--- config.mk ---
export PLATFORM = sky130hd
export DESIGN_NAME = mem_port_arbiter
export DESIGN_NICKNAME = d
export VERILOG_FILES = /design/src/rtl/mem_port_arbiter.sv
export SDC_FILE = /design/constraint.sdc
export NUM_CORES = 1
export LEC_CHECK = 0
export ABC_CLOCK_PERIOD_IN_PS = 2300
export BUFFER_PORTS_ARGS = -buffer_cell sky130_fd_sc_hd__buf_2
export CAP_MARGIN = 5
export CORE_AREA = 2 2 107 109
export DETAILED_ROUTE_END_ITERATION = 16
export DIE_AREA = 0 0 109 111
export MAX_ROUTING_LAYER = met4
export PLACE_DENSITY = 0.66
export SYNTH_ARGS = -nofsm -noshare
export SYNTH_HDL_FRONTEND = slang
export SYNTH_SLANG_ARGS = --single-unit
--- constraint.sdc ---
create_clock -name clk -period 2.3 [get_ports clk]
set_input_delay 0.46 -clock clk [delete_from_list [all_inputs] [get_ports clk]]
set_output_delay 0.46 -clock clk [all_outputs]
set_load 0.01 [all_outputs]
--- src/rtl/mem_port_arbiter.sv ---
// Shares one single-port, 1-cycle-latency SRAM between a fetch and a load/store requester.
// Round-robin on contention; one access per cycle with back-to-back grants.
module mem_port_arbiter (
   input  logic        clk,
   input  logic        rst,
   input  logic        inst_req,
   input  logic [31:0] inst_addr,
   output logic        inst_gnt,
   output logic        inst_ok,
   output logic [31:0] inst_rdata,
   input  logic        data_req,
   input  logic [3:0]  data_wen,
   input  logic [31:0] data_addr,
   input  logic [31:0] data_wdata,
   output logic        data_gnt,
   output logic        data_ok,
   output logic [31:0] data_rdata,
   output logic        sram_en,
   output logic [3:0]  sram_wen,
   output logic [31:0] sram_addr,
   output logic [31:0] sram_wdata,
   input  logic [31:0] sram_rdata,
   output logic        stallreq
);

   typedef enum logic [1:0] {
      OWN_NONE = 2'd0,
      OWN_INST = 2'd1,
      OWN_DATA = 2'd2
   } owner_t;

   localparam logic LAST_INST = 1'b0;
   localparam logic LAST_DATA = 1'b1;

   owner_t      owner_r;
   owner_t      owner_next;
   logic        last_grant_r;
   logic        data_load_r;
   logic [31:0] inst_hold_r;
   logic [31:0] data_hold_r;
   logic        inst_win;
   logic        data_win;

   // Grant decision: a lone requester wins; on a tie the side not served last wins.
   always_comb begin
      inst_win = 1'b0;
      data_win = 1'b0;
      if (rst) begin
         inst_win = 1'b0;
         data_win = 1'b0;
      end else if (inst_req && data_req) begin
         if (last_grant_r == LAST_INST) begin
            data_win = 1'b1;
         end else begin
            inst_win = 1'b1;
         end
      end else if (inst_req) begin
         inst_win = 1'b1;
      end else if (data_req) begin
         data_win = 1'b1;
      end else begin
         inst_win = 1'b0;
         data_win = 1'b0;
      end
   end

   assign inst_gnt = inst_win;
   assign data_gnt = data_win;

   // SRAM port mux driven straight from the winning requester.
   always_comb begin
      sram_en    = 1'b0;
      sram_wen   = 4'b0000;
      sram_addr  = 32'h0000_0000;
      sram_wdata = 32'h0000_0000;
      if (data_win) begin
         sram_en    = 1'b1;
         sram_wen   = data_wen;
         sram_addr  = data_addr;
         sram_wdata = data_wdata;
      end else if (inst_win) begin
         sram_en    = 1'b1;
         sram_wen   = 4'b0000;
         sram_addr  = inst_addr;
         sram_wdata = 32'h0000_0000;
      end else begin
         sram_en    = 1'b0;
      end
   end

   // Next owner is simply this cycle's winner, so every grant completes one cycle later.
   always_comb begin
      owner_next = OWN_NONE;
      case ({data_win, inst_win})
         2'b10:   owner_next = OWN_DATA;
         2'b01:   owner_next = OWN_INST;
         default: owner_next = OWN_NONE;
      endcase
   end

   // Ownership, round-robin history and held read data.
   always_ff @(posedge clk) begin
      if (rst) begin
         owner_r      <= OWN_NONE;
         last_grant_r <= LAST_INST;
         data_load_r  <= 1'b0;
         inst_hold_r  <= 32'h0000_0000;
         data_hold_r  <= 32'h0000_0000;
      end else begin
         owner_r <= owner_next;
         if (inst_win) begin
            last_grant_r <= LAST_INST;
         end else if (data_win) begin
            last_grant_r <= LAST_DATA;
         end else begin
            last_grant_r <= last_grant_r;
         end
         if (data_win) begin
            data_load_r <= (data_wen == 4'b0000);
         end else begin
            data_load_r <= data_load_r;
         end
         if (inst_ok) begin
            inst_hold_r <= sram_rdata;
         end else begin
            inst_hold_r <= inst_hold_r;
         end
         // A store completion leaves the last load value in place.
         if (data_ok && data_load_r) begin
            data_hold_r <= sram_rdata;
         end else begin
            data_hold_r <= data_hold_r;
         end
      end
   end

   // Reset in the current cycle suppresses any completion still owed from before it.
   always_comb begin
      inst_ok    = (owner_r == OWN_INST) && !rst;
      data_ok    = (owner_r == OWN_DATA) && !rst;
      inst_rdata = 32'h0000_0000;
      data_rdata = 32'h0000_0000;
      if (inst_ok) begin
         inst_rdata = sram_rdata;
      end else if (rst) begin
         inst_rdata = 32'h0000_0000;
      end else begin
         inst_rdata = inst_hold_r;
      end
      if (data_ok && data_load_r) begin
         data_rdata = sram_rdata;
      end else if (rst) begin
         data_rdata = 32'h0000_0000;
      end else begin
         data_rdata = data_hold_r;
      end
   end

   assign stallreq = !rst && ((inst_req && !inst_gnt) || (data_req && !data_gnt));

endmodule
==> metrics.txt, run 1 <==
status=finished clean; Critical R2R Capture=data_hold_r[18]; Slew HR=61.58%; grt total ovfl=0; Worst Tran Pin Value=between 0.5 and 0.6 ns; Die Width=109 microns; fmax=0.4804 GHz; RSZ-0062 raised after global routing=no; syn_nets=a little under 600; CTS tree=built; Yosys reg bits=68; fin. max-slew vios=0; I/O Buffers=273; DR pass1 iterations=7; Post-Place Cells=844; P_int=0.002389 W; worst reg-to-reg path cell count=4; Power Dens Cells=613.8 nW/um^2; layout cells sized above 1=42.68%; WL/cell=14.32 microns; setup TNS=0 ns; Detailed Place HPWL=9585 microns; TritonCTS sink count=68; compound-gate portion of the synthesized area=28.42%; Gate power share=15.9%; Num CTS Buffers=9; Synth Area in Simple Gates=24.56%; fraction of synthesized area in multiplexers=0%; CTS root buf=clkbuf_16; Synth Area per Inst=7.286 sq um; IO Pins=274; first-pass GRT wire length=18870 microns; main combinational cell family by area after synthesis=compound AO/OA/AOI/OAI gates; critical path peak fanout=17; VDD IR max=0.0003772 V; post-CTS sizing=0; H-tree depth=3; crit-path max cell delay=0.34 ns; Core ar.=11080 sq um; Switching Fraction=24.49%; # setup viols final=0; Clock Tree Buf Depth=2; Layout Cells excl Fill=~860; yosys warns=0; CTS Hold Bufs=0; Pleak=around 2.7 nW; critical path arrival=1.62 ns; area delta synth->final=54.48%; final worst path period need=2.082 ns; vias in the first global route=3839; total track usage=20.20%; final WL=12330 microns; crit end category=output pin; largest net degree at the start of global routing=63; die area=12100 sq um; final hold viol count=0; Synth Area in XOR/XNOR=0%; die height=111 microns; post-route ant nets=0; GPL Wtd Cong=0.8300; CP max stage cell=dfxtp_1; R2R Setup Slk=1.09 ns; Final Cycle Share=90.50%; Nets=848; clk_skew=roughly 0.0070 ns; Post-CTS Setup Bufs=0; Gate Count Post-Synth=458; worst reg2reg path startpoint=owner_r[0]; Post-Synth Adder-Cell Area=0%; min-delay worst type=primary input to flip-flop; Hold Crit Start=sram_rdata[8]; Clock Power Share=45.8%; most frequent cells in the layout=buf_2 (272), a21oi_1 (129), nand2_1 (128); Seq/Total Area, Yosys=40.79%; kind of critical path=flip-flop to output pin; crit path launch type=flip-flop; Psw=~0.00077 W; post-synth cell types=22; clk_lat worst skew=around 0.32 ns; Vias=about 4200; Vias/cell=4.925; Worst Path Required=1.84 ns; most common cell after layout, fill and taps aside=buf_2; 1st-iter DRT viols=270; hold path cells=3; Worst Hold End=inst_hold_r[8]; initial antenna violation count=0; worst-path cell chain=and4bb_1 > buf_4 > nand2_1 > a21oi_1 > buf_2; DRC=0; Reg clk slew, reported paths=0.06 ns; Starting Density=30.13%; Rows=39; sequential power share=38.3%; max-cap violations=0; Fill cells=1140; Post-Syn Area=3337 sq um
==> synth_stat cells <==
cell type	n	area, sq um
a21oi_1	130	650.6
nand2_1	128	480.5
dfxtp_1	68	1361
and3_1	36	225.2
a22o_1	32	280.3
clkbuf_1	21	78.83
buf_2	16	80.08
buf_1	5	18.77
buf_4	4	30.03
nor2_1	3	11.26
and2_1	2	12.51
nor2b_1	2	12.51
nor3b_1	2	15.01
a21bo_1	1	10.01
and3b_1	1	8.760
and4bb_1	1	12.51
nand2b_1	1	6.260
nand3_1	1	5.000
nand4bb_1	1	11.26
nor3b_2	1	12.51
nor4_1	1	6.260
o21a_1	1	7.510
==> routing by layer <==
metal / part of all wire [%] / track usage, % / up-vias
met1: 45 / 25.07 / 1962
li1: - / - / 2098
met3: 7.6 / 6.055 / 4
met2: 47 / 32.46 / 176
met5: 0 / - / -
met4: 0.52 / 4.017 / 0
==> layout make-up <==
class	count	area (sq um)	share of cell area [%]
multi-input cells	344	1780	34.54
clock inverters	5	85.08	1.650
diodes	1	2.502	0.04854
clock buffers	11	232.7	4.515
repair buffers	289	1514	29.37
well taps	143	178.9	3.471
flip-flops and latches	68	1361	26.41
==> critical path: cells and delay by family (launching register included) <==
family | cells | cell delay (ns)
buf+inv | 2 | 0.40
flops | 1 | 0.34
simple gates | 2 | 0.40
compound gates | 1 | 0.16
==> worst max-delay path by stage <==
stage,start,endpoint,slack [ns],cells after the start
global route,owner_r[0],data_rdata[23],0.11,5
finish,owner_r[0],data_rdata[14],0.22,5
floorplan,rst,data_rdata[10],0.45,6
CTS,owner_r[0],data_rdata[25],0.21,5
detailed placement,rst,data_rdata[25],0.25,6
global placement,rst,data_rdata[16],0.28,6
==> cells by family after synthesis <==
| logic type | Yosys count |
|---|---|
| AND/OR/NAND/NOR | 180 |
| AO/OA/AOI/OAI | 164 |
| flip-flops | 68 |
| buffers and inverters | 46 |
==> per-stage QoR <==
step | instance area (sq um) | worst slack [ns] | hold slack, ns | util (%) | power (W)
global placement | 4835 | 0.2753 | 0.4504 | 43.65 | 0.001730
global route | 5152 | 0.1127 | 0.4041 | 46.52 | 0.003316
CTS | 5152 | 0.2101 | 0.4039 | 46.52 | 0.003201
floorplan | 3337 | 0.4474 | 0.4442 | - | 0.001478
finish | 5155 | 0.2184 | 0.4134 | 46.54 | 0.003164
detailed placement | 4835 | 0.2526 | 0.4576 | 43.65 | 0.001739
==> state kept, by name, indices dropped and copies added, names as in the netlist <==
name,flops
owner_r,2
last_grant_r,1
data_hold_r,32
data_load_r,1
inst_hold_r,32
==> power groups by stage <==
stage	Clock, W	Sequential [W]	Combinational, W
floorplan	0	0.00124	0.000242
global placement	0	0.00124	0.000493
detailed placement	0	0.00124	0.000501
CTS	0.00149	0.00121	0.000502
global route	0.00156	0.00121	0.000545
finish	0.00145	0.00121	0.000502
(Power assumes the default switching activity.)
==> run 2, diff against run 1 <==
==> config.mk (replaced) <==
export PLATFORM = sky130hd
export DESIGN_NAME = mem_port_arbiter
export DESIGN_NICKNAME = d
export VERILOG_FILES = /design/src/rtl/mem_port_arbiter.sv
export SDC_FILE = /design/constraint.sdc
export NUM_CORES = 1
export LEC_CHECK = 0
export ABC_CLOCK_PERIOD_IN_PS = 2350
export BUFFER_PORTS_ARGS = -buffer_cell sky130_fd_sc_hd__buf_2
export CAP_MARGIN = 5
export CORE_AREA = 2 2 108 110
export DETAILED_ROUTE_END_ITERATION = 16
export DIE_AREA = 0 0 110 112
export MAX_ROUTING_LAYER = met4
export SYNTH_ARGS = -nofsm -noshare
export SYNTH_HDL_FRONTEND = slang
export SYNTH_SLANG_ARGS = --single-unit
==> constraint.sdc (replaced) <==
create_clock -name clk -period 2.35 [get_ports clk]
set_input_delay 0.47 -clock clk [delete_from_list [all_inputs] [get_ports clk]]
set_output_delay 0.47 -clock clk [all_outputs]
set_load 0.01 [all_outputs]
==> run 2 against run 1 <==
Die area is 1.8% higher. Final area is 0.41% higher. Utilization is 0.22 points lower. Worst setup slack worse by 0.050 ns. Via count is 0.71% lower. Sequential share of layout area is 0.11 points lower. Sequential power hardly changed. Hold slack better by 0.0064 ns. Register-to-register slack hardly changed. Global-route usage is 0.31 points lower. Highest routed layer unchanged.
==> metrics.txt, run 2 (synthesis results as in run 1) <==
CP Depth=5; max-cap violations=0; largest net degree at the start of global routing=58; GPL Wtd Cong=0.8574; n_diodes=0; CTS Hold Bufs=0; Detailed Place HPWL=9592 microns; first-pass GRT wire length=18580 microns; Power Dens Cells=601.7 nW/um^2; Crit path buffers/inverters=2; fmax=0.4584 GHz; CTS root buf=clkbuf_16; total track usage=19.90%; Die Width=110 microns; CP max stage cell=dfxtp_1; Worst Tran Pin Value=around 0.52 ns; kind of critical path=flip-flop to output pin; CP endpoint=inst_rdata[16]; most frequent cells in the layout=buf_2 (272), a21oi_1 (129), nand2_1 (128); final WL=12260 microns; # setup viols final=0; area delta synth->final=55.12%; Critical R2R Capture=inst_hold_r[6]; Vias=4210; initial antenna violation count=0; WL/cell=14.25 microns; most common cell after layout, fill and taps aside=buf_2; Slew HR=65.13%; min-delay worst type=primary input to flip-flop; 1st-iter DRT viols=265; crit path launch type=flip-flop; critical path peak fanout=33; Nets=848; Pleak=roughly 2.7 nW; VDD IR max=0.0002914 V; setup TNS=0 ns; Finished Core Util=a little under half; Setup crit start=owner_r[1]; clk_skew=0.007420 ns; clk_lat worst skew=around 0.33 ns; Rows=39; RSZ-0062 raised after global routing=no; IO Pins=274; Core ar.=11170 sq um; status=finished clean; Post-CTS Setup Bufs=0; die area=approximately 12000 sq um; CTS tree=built; Sequential cell area=about 1400 sq um; fin worst setup slack=0.1687 ns; post-route ant nets=0; multi-input combinational cell area=roughly 1800 sq um; H-tree depth=3; layout cells sized above 1=43.10%; vias in the first global route=3822; pre-CTS WS=0.3250 ns; biggest regs=data_hold_r (32), inst_hold_r (32), owner_r (2); Fill cells=around 1200; hold_ws=0.4198 ns; DR pass1 iterations=5; worst-path cell chain=nand2b_1 > buf_4 > nand2_1 > a21oi_1 > buf_2; crit end category=output pin; delay-heaviest family, CP=buffers and inverters; Final Cycle Share=92.82%; worst reg2reg path startpoint=owner_r[1]; Vias/cell=a little under 5; R2R Setup Slk=1.09 ns; Num CTS Buffers=9; I/O Buffers=roughly 270; crit-path max cell delay=roughly 0.4 ns; die height=112 microns; Starting Density=approximately 30%; critical path arrival=1.71 ns; final worst path period need=about 2.2 ns; DRC=0; final hold viol count=0; Reg clk slew, reported paths=around 0.06 ns; post-CTS sizing=0; fin. max-slew vios=0; Worst Path Required=approximately 1.9 ns; Clock Tree Buf Depth=2; TritonCTS sink count=68; grt total ovfl=0; worst reg-to-reg path cell count=4
## run 2: metal layers
layer	wire, microns	global-route usage (%)	vias up
met5	0	-	-
met4	215	6.667	0
met3	849	3.981	21
met2	5606	30.06	182
met1	5584	26.39	1902
li1	-	-	2105
## run 2: final cells by class
cell class | instances | area share [%]
sequential | 68 | 26.30
multi-input combinational | 344 | 34.49
timing repair buffer | 289 | 29.49
clock inverter | 7 | 1.910
tap | 143 | 3.457
clock buffer | 9 | 4.351
## run 2: how the worst min path moves through the flow
stage / start / endpoint / slack [ns] / cells past startpoint
after floorplan: data_hold_r[0] / data_hold_r[0] / 0.44 / 2
after global placement: data_hold_r[18] / data_hold_r[18] / 0.45 / 2
after detailed placement: inst_hold_r[22] / inst_hold_r[22] / 0.46 / 2
after CTS: sram_rdata[9] / data_hold_r[9] / 0.41 / 3
after global routing: sram_rdata[7] / data_hold_r[7] / 0.42 / 3
final: sram_rdata[9] / data_hold_r[9] / 0.42 / 3
## run 2: worst register-to-register path, delay by kind of cell (launching register included)
| family | cells | cell delay, ns |
|---|---|---|
| buffers and inverters | 1 | 0.35 |
| AOI/OAI and AO/OA | 1 | 0.16 |
| DFF | 1 | 0.40 |
| and+or+nand+nor | 2 | 0.28 |
## run 2: report_power, final
group          switching [W]  internal [W]  total [W]
Clock               0.000504      0.000933    0.00144
Combinational       0.000265      0.000226   0.000491
Sequential        0.00000861       0.00118    0.00119
Total               0.000777       0.00234    0.00311
## run 2: metrics by stage
step / instances / instance area, sq um / power, W
global placement: 844 / 4852 / 0.001695
floorplan: 458 / 3337 / 0.001446
global route: 860 / 5176 / 0.003264
detailed placement: 844 / 4852 / 0.001703
CTS: 860 / 5176 / 0.003158
finish: 860 / 5176 / 0.003115
==> run 3, diff against run 2 <==
--- a/config.mk
+++ b/config.mk
@@ -12,6 +12,7 @@
 export DETAILED_ROUTE_END_ITERATION = 16
 export DIE_AREA = 0 0 110 112
 export MAX_ROUTING_LAYER = met4
+export SETUP_SLACK_MARGIN = 0.2
 export SYNTH_ARGS = -nofsm -noshare
 export SYNTH_HDL_FRONTEND = slang
 export SYNTH_SLANG_ARGS = --single-unit
==> run 3 against run 2 <==
Critical path depth is the same. Power grew 0.22%. Hold slack is essentially flat. Worst setup slack gained 0.12 ns. First-iteration DRC count shrank 18%. Final area grew 0.53%. Fmax grew 5.8%. Critical endpoint is now data_rdata[4]. Global-route usage is essentially flat. Routed wire length grew 0.43%.
==> metrics.txt, run 3 (synthesis results as in run 1) <==
status=finished clean; Die Width=around 110 microns; Pleak=2.681 nW; clk_lat worst skew=0.33 ns; setup TNS=0 ns; I/O Buffers=between 200 and 300; critical path arrival=1.59 ns; Reg clk slew, reported paths=0.06 ns; min-delay worst type=primary input to flip-flop; vias in the first global route=3825; worst reg-to-reg path cell count=4; CTS tree=built; Slew HR=between 60% and 70%; Hold Crit Start=sram_rdata[12]; die area=12320 sq um; die height=roughly 110 microns; layout cells sized above 1=43.51%; DRC=0; hold_ws=0.4194 ns; CTS Hold Bufs=0; Worst Tran Pin Value=0.5297 ns; Clock Tree Buf Depth=2; Worst Path Required=1.88 ns; GPL Wtd Cong=~0.86; R2R Setup Slk=1.17 ns; DR pass1 iterations=5; TritonCTS sink count=68; Vias/cell=4.924; crit path launch type=flip-flop; Vias=4235; final hold viol count=0; RSZ-0062 raised after global routing=no; crit end category=output pin; kind of critical path=flip-flop to output pin; Rows=39; # setup viols final=0; final WL=12310 microns; fmax=just under 0.5 GHz; total track usage=19.91%; first-pass GRT wire length=18600 microns; Nets=between 800 and 900; most frequent cells in the layout=buf_2 (272), nand2_1 (128), a21oi_1 (128); Worst Hold End=data_hold_r[12]; Detailed Place HPWL=9592 microns; final worst path period need=2.061 ns; Critical R2R Capture=data_hold_r[15]; critical path peak fanout=20; Core ar.=11170 sq um; Num CTS Buffers=9; Power Dens Cells=~600 nW/um^2; n_diodes=0; H-tree depth=3; clk_skew=approximately 0.0070 ns; 1st-iter DRT viols=217; largest net degree at the start of global routing=58; post-route ant nets=0; CTS root buf=clkbuf_16; worst reg2reg path startpoint=owner_r[0]; hold path cells=3; initial antenna violation count=0; IO Pins=274; grt total ovfl=0; max-cap violations=0; biggest regs=data_hold_r (32), inst_hold_r (32), owner_r (2); WL/cell=14.31 microns; Final Cycle Share=between 80 and 90%; Starting Density=29.86%; fin. max-slew vios=0; area delta synth->final=55.94%; VDD IR max=0.0002987 V; most common cell after layout, fill and taps aside=buf_2
## run 3: cell counts in the layout (fill, tap and decap cells not counted)
No cell type changed its count.
## run 3: timing repair
action | CTS | global route
endpoints found under the setup margin | 12 | 63
resized for setup | 1 | 8
setup buffers | 0 | 0
pin swaps | 0 | 1
## run 3: area by class of cell
class,count,area (sq um)
Timing Repair Buffer,289,1549
Fill cell,1153,5971
Clock inverter,7,98.84
Multi-Input combinational cell,344,1789
Clock buffer,9,225.2
Sequential cell,68,1363
Tap cell,143,178.9
## run 3: routing by layer
metal | routed length [microns] | GRT usage [%]
met5 | 0 | -
met4 | 231 | 6.667
met3 | 843 | 3.981
met2 | 5579 | 30.06
met1 | 5656 | 26.42
## run 3: worst max-delay path: stages (launching register included)
cell,delay (ns)
dfxtp_1,0.33
and4bb_2,0.35
buf_12,0.16
nand2_1,0.08
a21oi_1,0.18
buf_2,0.16
## run 3: per-stage QoR
| step | utilization [%] | worst slack [ns] | std cells | cell area (sq um) | power [W] |
|---|---|---|---|---|---|
| 4_1_cts | 46.36 | 0.2341 | 860 | 5180 | 0.003158 |
| 3_3_place_gp | 43.42 | 0.3231 | 844 | 4852 | 0.001695 |
| 5_1_grt | 46.57 | 0.2042 | 860 | 5204 | 0.003267 |
| 3_5_place_dp | 43.42 | 0.3250 | 844 | 4852 | 0.001703 |
| 6_report | 46.57 | 0.2885 | 860 | 5204 | 0.003122 |
| 2_1_floorplan | - | 0.4774 | 458 | 3337 | 0.001446 |
## run 3: where the power goes
part           total, W  switching, W  internal (W)
clock network   0.00144      0.000507      0.000933
logic          0.000495      0.000267      0.000228
registers       0.00119    0.00000858       0.00118
## run 3: worst max path at each step
| stage | start | to | slack (ns) | depth (start not counted) |
|---|---|---|---|---|
| 2_1_floorplan | rst | data_rdata[10] | 0.48 | 6 |
| 3_3_place_gp | data_req | sram_addr[31] | 0.32 | 6 |
| 3_5_place_dp | data_req | sram_addr[31] | 0.32 | 6 |
| 4_1_cts | owner_r[1] | inst_rdata[16] | 0.23 | 5 |
| 5_1_grt | owner_r[0] | inst_rdata[31] | 0.20 | 5 |
| 6_report | owner_r[0] | data_rdata[4] | 0.29 | 5 |
